## src/rtl/frame_tx_streamer.sv

```systemverilog
// rtl/frame_tx_streamer.sv - drains one frame from the tx buffer to the UART byte interface
module frame_tx_streamer #(
    parameter int          FRAME_BYTES = 5100,
    parameter logic [7:0]  HDR0        = 8'hAA,
    parameter logic [7:0]  HDR1        = 8'h55,
    parameter int          CNT_W       = $clog2(FRAME_BYTES + 1)
) (
    input  logic             clk,
    input  logic             reset,
    input  logic             frame_ready,
    input  logic [7:0]       buf_data,
    output logic             buf_re,
    input  logic             tx_busy,
    output logic             tx_start,
    output logic [7:0]       tx_data,
    output logic             busy,
    output logic             frame_sent,
    output logic [CNT_W-1:0] byte_cnt
);

    typedef enum logic [2:0] {
        IDLE,
        SEND_H0,
        SEND_H1,
        SEND_D,
        SEND_CK,
        WAIT,
        DONE
    } state_t;

    localparam logic [CNT_W-1:0] LAST_CNT = CNT_W'(FRAME_BYTES);

    state_t     state;
    state_t     state_next;
    state_t     last_sent;      // which SEND state launched the byte now on the wire
    logic       frame_ready_q;
    logic [7:0] checksum;
    logic       accept;
    logic       launch;
    logic       data_launch;
    logic [7:0] launch_byte;

    // State register
    always_ff @(posedge clk) begin
        if (reset) begin
            state <= IDLE;
        end else begin
            state <= state_next;
        end
    end

    // Next-state decode and per-cycle launch/accept strobes
    always_comb begin
        state_next  = state;
        accept      = 1'b0;
        launch      = 1'b0;
        data_launch = 1'b0;
        launch_byte = 8'h00;
        case (state)
            IDLE: begin
                if (frame_ready && !frame_ready_q) begin
                    accept     = 1'b1;
                    state_next = SEND_H0;
                end
            end
            SEND_H0, SEND_H1, SEND_D, SEND_CK: begin
                if (!tx_busy) begin
                    launch     = 1'b1;
                    state_next = WAIT;
                end
            end
            WAIT: begin
                // tx_start is still high in the first WAIT cycle; the UART has not
                // had a chance to raise tx_busy yet, so its level is not trusted.
                if (!tx_start && !tx_busy) begin
                    case (last_sent)
                        SEND_H0: state_next = SEND_H1;
                        SEND_H1: state_next = SEND_D;
                        SEND_D:  state_next = (byte_cnt < LAST_CNT) ? SEND_D : SEND_CK;
                        default: state_next = DONE;
                    endcase
                end
            end
            DONE: begin
                state_next = IDLE;
            end
            default: begin
                state_next = IDLE;
            end
        endcase
        case (state)
            SEND_H0: launch_byte = HDR0;
            SEND_H1: launch_byte = HDR1;
            SEND_D:  launch_byte = buf_data;
            SEND_CK: launch_byte = checksum;
            default: launch_byte = 8'h00;
        endcase
        data_launch = launch && (state == SEND_D);
    end

    // Datapath: pulses, held tx byte, running checksum and data byte count
    always_ff @(posedge clk) begin
        if (reset) begin
            frame_ready_q <= 1'b0;
            tx_start      <= 1'b0;
            buf_re        <= 1'b0;
            tx_data       <= 8'h00;
            busy          <= 1'b0;
            byte_cnt      <= '0;
            checksum      <= 8'h00;
            last_sent     <= IDLE;
        end else begin
            frame_ready_q <= frame_ready;
            tx_start      <= launch;
            // buf_re lands one cycle after buf_data was captured, so the pointer
            // only moves once the current byte is safely held in tx_data.
            buf_re        <= data_launch;
            if (accept) begin
                busy     <= 1'b1;
                byte_cnt <= '0;
                checksum <= 8'h00;
            end
            if (launch) begin
                tx_data   <= launch_byte;
                last_sent <= state;
            end
            if (data_launch) begin
                checksum <= checksum + buf_data;
                byte_cnt <= byte_cnt + 1'b1;
            end
            if (state == DONE) begin
                busy <= 1'b0;
            end
        end
    end

    assign frame_sent = (state == DONE);

endmodule
```

## config.mk

```make
export PLATFORM = sky130hd
export DESIGN_NAME = frame_tx_streamer
export DESIGN_NICKNAME = d
export VERILOG_FILES = /design/src/rtl/frame_tx_streamer.sv
export SDC_FILE = /design/constraint.sdc
export NUM_CORES = 1
export LEC_CHECK = 0
export BUFFER_PORTS_ARGS = -buffer_cell sky130_fd_sc_hd__buf_2
export CAP_MARGIN = 10
export CORE_UTILIZATION = 40
export DETAILED_ROUTE_END_ITERATION = 8
export SETUP_SLACK_MARGIN = 0.1
export SYNTH_ARGS = -nofsm -noshare
export SYNTH_HDL_FRONTEND = slang
export SYNTH_SLANG_ARGS = --single-unit
```

## constraint.sdc

```tcl
create_clock -name clk -period 2.8 [get_ports clk]
set_input_delay 0.14 -clock clk [delete_from_list [all_inputs] [get_ports clk]]
set_output_delay 0.14 -clock clk [all_outputs]
set_load 0.02 [all_outputs]
```

==> results_dict.tcl <==
set metrics [dict create \
    outcome "finished, final reports clean" \
    synth-main-ff-cell "dfxtp_1" \
    cts_buffer_depth 2 \
    synth_area_mm2 0.00218 \
    worst_setup_path_end_kind "flip-flop" \
    syn2layout_area_growth_pct 15.4 \
    drt_wl_total_mm 5.32 \
    dr.pass1.iters 4 \
    hpwl_mm 3.72 \
    cts_buffers 5 \
    tightest_slew_ns 0.795 \
    skew_ns 0.00711 \
    synth.ff_latch_count 39 \
    cts_setup_buffers 0 \
    timing.fmax_ghz 0.484 \
    hp-class "primary input to flip-flop" \
    detail_route.wl_per_cell_um 14.3 \
    crit_chain "and4bb_1 > buf_4 > and3_1 > mux2i_1 > o21ai_1 > mux2_2" \
    finalSetupTns_ns 0 \
    cts_tree "done" \
    via_per_inst 5.48 \
    rsz0062_at_grt "false" \
    finalHoldViolCount 0 \
    crit_type "flip-flop to flip-flop" \
    syn_avg_cell_area_um2 7.98 \
    antenna_found_initial 0 \
    antenna_left 0 \
    die_area_mm2 0.00574 \
    cts.sinks 39 \
    root_buffer "clkbuf_8" \
    ys_async_sr_fraction_pct 0 \
    r2r_setup_slack_ns 0.73 \
    grt_pass1_wl_mm 8.65 \
    ys_seq_area_share_pct 35.8 \
    cts_hold_buf 0 \
    grt_pass1_vias 1817 \
    worstPathMaxFanout 17 \
    design.core.area_mm2 0.00517 \
    num_vias 2045 \
    reg2reg_from "state[1]" \
    dr_wl_met3_um 191 \
    portBuffers 36 \
    clkSlewWorstSetupHoldPaths_ns 0.08 \
    min_path_cells 2 \
    fin_crit_sh_pct 73.9 \
    ctsHtreeMaxLevel 2 \
    top_layer "met4" \
    netlist_instances 273 \
    pre_cts_slack_ns 0.735 \
    reg2reg_depth 6 \
    rows 26 \
    nNetsFinal 323 \
    initial_core_util_pct 42.1 \
    regToRegEndpoint "checksum[7]" \
    hp-start "frame_ready" \
    m1WireLength_mm 2.65 \
    register_area_um2 781 \
    powerDensity_mw_per_mm2 631 \
    timing.final.max_slew_violations 0 \
    drv_cap 0 \
    p_leak_nw 1.03 \
    ir_worst_vdd_mv 0.275 \
    cp.arrival_ns 2.25 \
    worst_slack_ns 0.732 \
    cp_slowest_cell "dfxtp_1" \
    critPathRequiredTime_ns 2.99 \
    synth_edf_count 0 \
    hold_path_end "frame_ready_q" \
    drive_gt1_share_pct 16.5 \
    crit_path_start_kind "flip-flop" \
    design_area_mm2 0.00251 \
    critPathMaxStageDelay_ns 0.68 \
    route.met2.wl_mm 2.41 \
    finalWeightedCongestion 0.822 \
    grt_max_degree 45 \
    clk_latency_ns 0.29 \
    fillers 511 \
    postPlaceCellArea_mm2 0.00238 \
    cts-resized-gates 0 \
    die_height_um 75.8 \
    multi_input_area_mm2 0.00129 \
    synth_nets 294 \
    antenna_cells 0 \
    grt_overflow 0 \
    finalSetupViolations 0 \
    drc 0 \
    drt-initial-drc-count 88 \
    pin_count 37 \
    yosysWarnings 0 \
    slew_headroom_pct 47.0 \
    finalPower_mw 1.59 \
    die_x_um 75.8 \
    grt_usage_pct 20.0 \
    yosysUniqueCellTypes 51 \
    fin_crit_ns 2.07 \
]
==> power breakdown <==
group	internal, mW	switching, mW	total (mW)	leakage, nW
Clock	0.356	0.201	0.558	0.0654
Sequential	0.603	0.0609	0.664	0.317
Combinational	0.144	0.222	0.366	0.653
Total	1.10	0.484	1.59	1.03
==> worst max-delay path by stage <==
| stage | start | end | slack, ns | depth (start not counted) |
|---|---|---|---|---|
| floorplan | checksum[4] | checksum[7] | 1.01 | 6 |
| global placement | state[1] | checksum[7] | 0.80 | 6 |
| detailed placement | state[1] | checksum[7] | 0.74 | 6 |
| CTS | state[1] | checksum[7] | 0.74 | 6 |
| global route | state[1] | checksum[7] | 0.61 | 6 |
| finish | state[1] | checksum[7] | 0.73 | 6 |
==> kinds of logic after synthesis <==
| group | count (synthesis) | synth area share [%] |
|---|---|---|
| buf+inv | 22 | 4.88 |
| simple gates | 121 | 28.3 |
| fa+ha+maj | 9 | 5.51 |
| compound gates | 72 | 21.1 |
| mux | 5 | 2.41 |
| xor+xnor | 5 | 2.01 |
| flops | 39 | 35.8 |
==> cell usage after synthesis (2+ instances only) <==
library cell	number	area share (%)
xnor2_1	2	0.80
a21o_1	6	2.1
o211ai_1	2	0.69
nor3b_1	2	0.69
and3_1	5	1.4
a31oi_1	2	0.57
a21oi_1	20	4.6
or3_1	2	0.57
buf_6	2	1.0
o21ai_0	16	3.7
buf_2	4	0.92
nand2b_1	5	1.4
xor2_1	3	1.2
nand4b_1	4	1.6
inv_1	4	0.69
nand3_1	8	1.8
nand2_1	18	3.1
ha_1	8	4.6
o22ai_1	4	1.1
a311oi_1	3	1.2
mux2i_1	3	1.4
nor3_1	13	3.0
a211oi_1	5	1.7
nor2_1	44	7.6
or4_1	5	1.7
a2bb2oi_1	4	1.6
nor2b_1	3	0.86
nand4_1	4	1.1
dfxtp_1	39	36
o21bai_1	2	0.69
nand3b_1	3	1.0
clkbuf_1	9	1.6
==> sequential cells by signal, indices dropped and copies added (netlist names) <==
name and flops:
last_sent 3, checksum 8, byte_cnt 13, busy 1
tx_data 8, tx_start 1, buf_re 1, frame_ready_q 1
state 3
==> placed cells by master (no fill, tap or decap), types with 3 or more instances in the layout <==
cell | Yosys | routed
nor2_1 | 44 | 44
dfxtp_1 | 39 | 39
buf_2 | 4 | 36
a21oi_1 | 20 | 20
nand2_1 | 18 | 18
o21ai_0 | 16 | 16
nor3_1 | 13 | 13
nand3_1 | 8 | 8
ha_1 | 8 | 8
a21o_1 | 6 | 6
and3_1 | 5 | 5
nand2b_1 | 5 | 5
a211oi_1 | 5 | 5
or4_1 | 5 | 5
clkbuf_8 | 0 | 5
inv_1 | 4 | 4
nand4_1 | 4 | 4
nand4b_1 | 4 | 4
a2bb2oi_1 | 4 | 4
o22ai_1 | 4 | 4
nand3b_1 | 3 | 3
mux2i_1 | 3 | 3
nor2b_1 | 3 | 3
a311oi_1 | 3 | 3
xor2_1 | 3 | 3
buf_4 | 1 | 3
==> through the flow <==
step | util, % | hold WS [ns] | instances
2_1_floorplan | - | 0.268 | 273
3_3_place_gp | 46.0 | 0.377 | 365
3_5_place_dp | 46.0 | 0.407 | 365
4_1_cts | 48.6 | 0.0922 | 373
5_1_grt | 48.6 | 0.110 | 373
6_report | 48.6 | 0.0956 | 373
==> routing by layer <==
metal | track usage, % | vias to the layer above
met5 | 0 | -
met4 | 6.79 | 0
met3 | 4.10 | 8
met2 | 31.0 | 49
met1 | 27.5 | 939
li1 | - | 1049
==> worst max-delay path, delay by kind of cell, from the launching register on <==
| kind | cells | cell delay, ns |
|---|---|---|
| AOI/OAI and AO/OA | 1 | 0.10 |
| buffers and inverters | 1 | 0.22 |
| DFF | 1 | 0.68 |
| muxes | 2 | 0.40 |
| and+or+nand+nor | 2 | 0.55 |
==> final cells by class <==
class / count / share of cell area, %
Tap cell: 70 / 3.48
Inverter: 5 / 0.747
Timing Repair Buffer: 39 / 8.06
Clock inverter: 2 / 2.39
Sequential cell: 39 / 31.1
Multi-Input combinational cell: 212 / 51.4
Clock buffer: 6 / 2.89
Note: power is estimated with default switching activity, not from simulation.
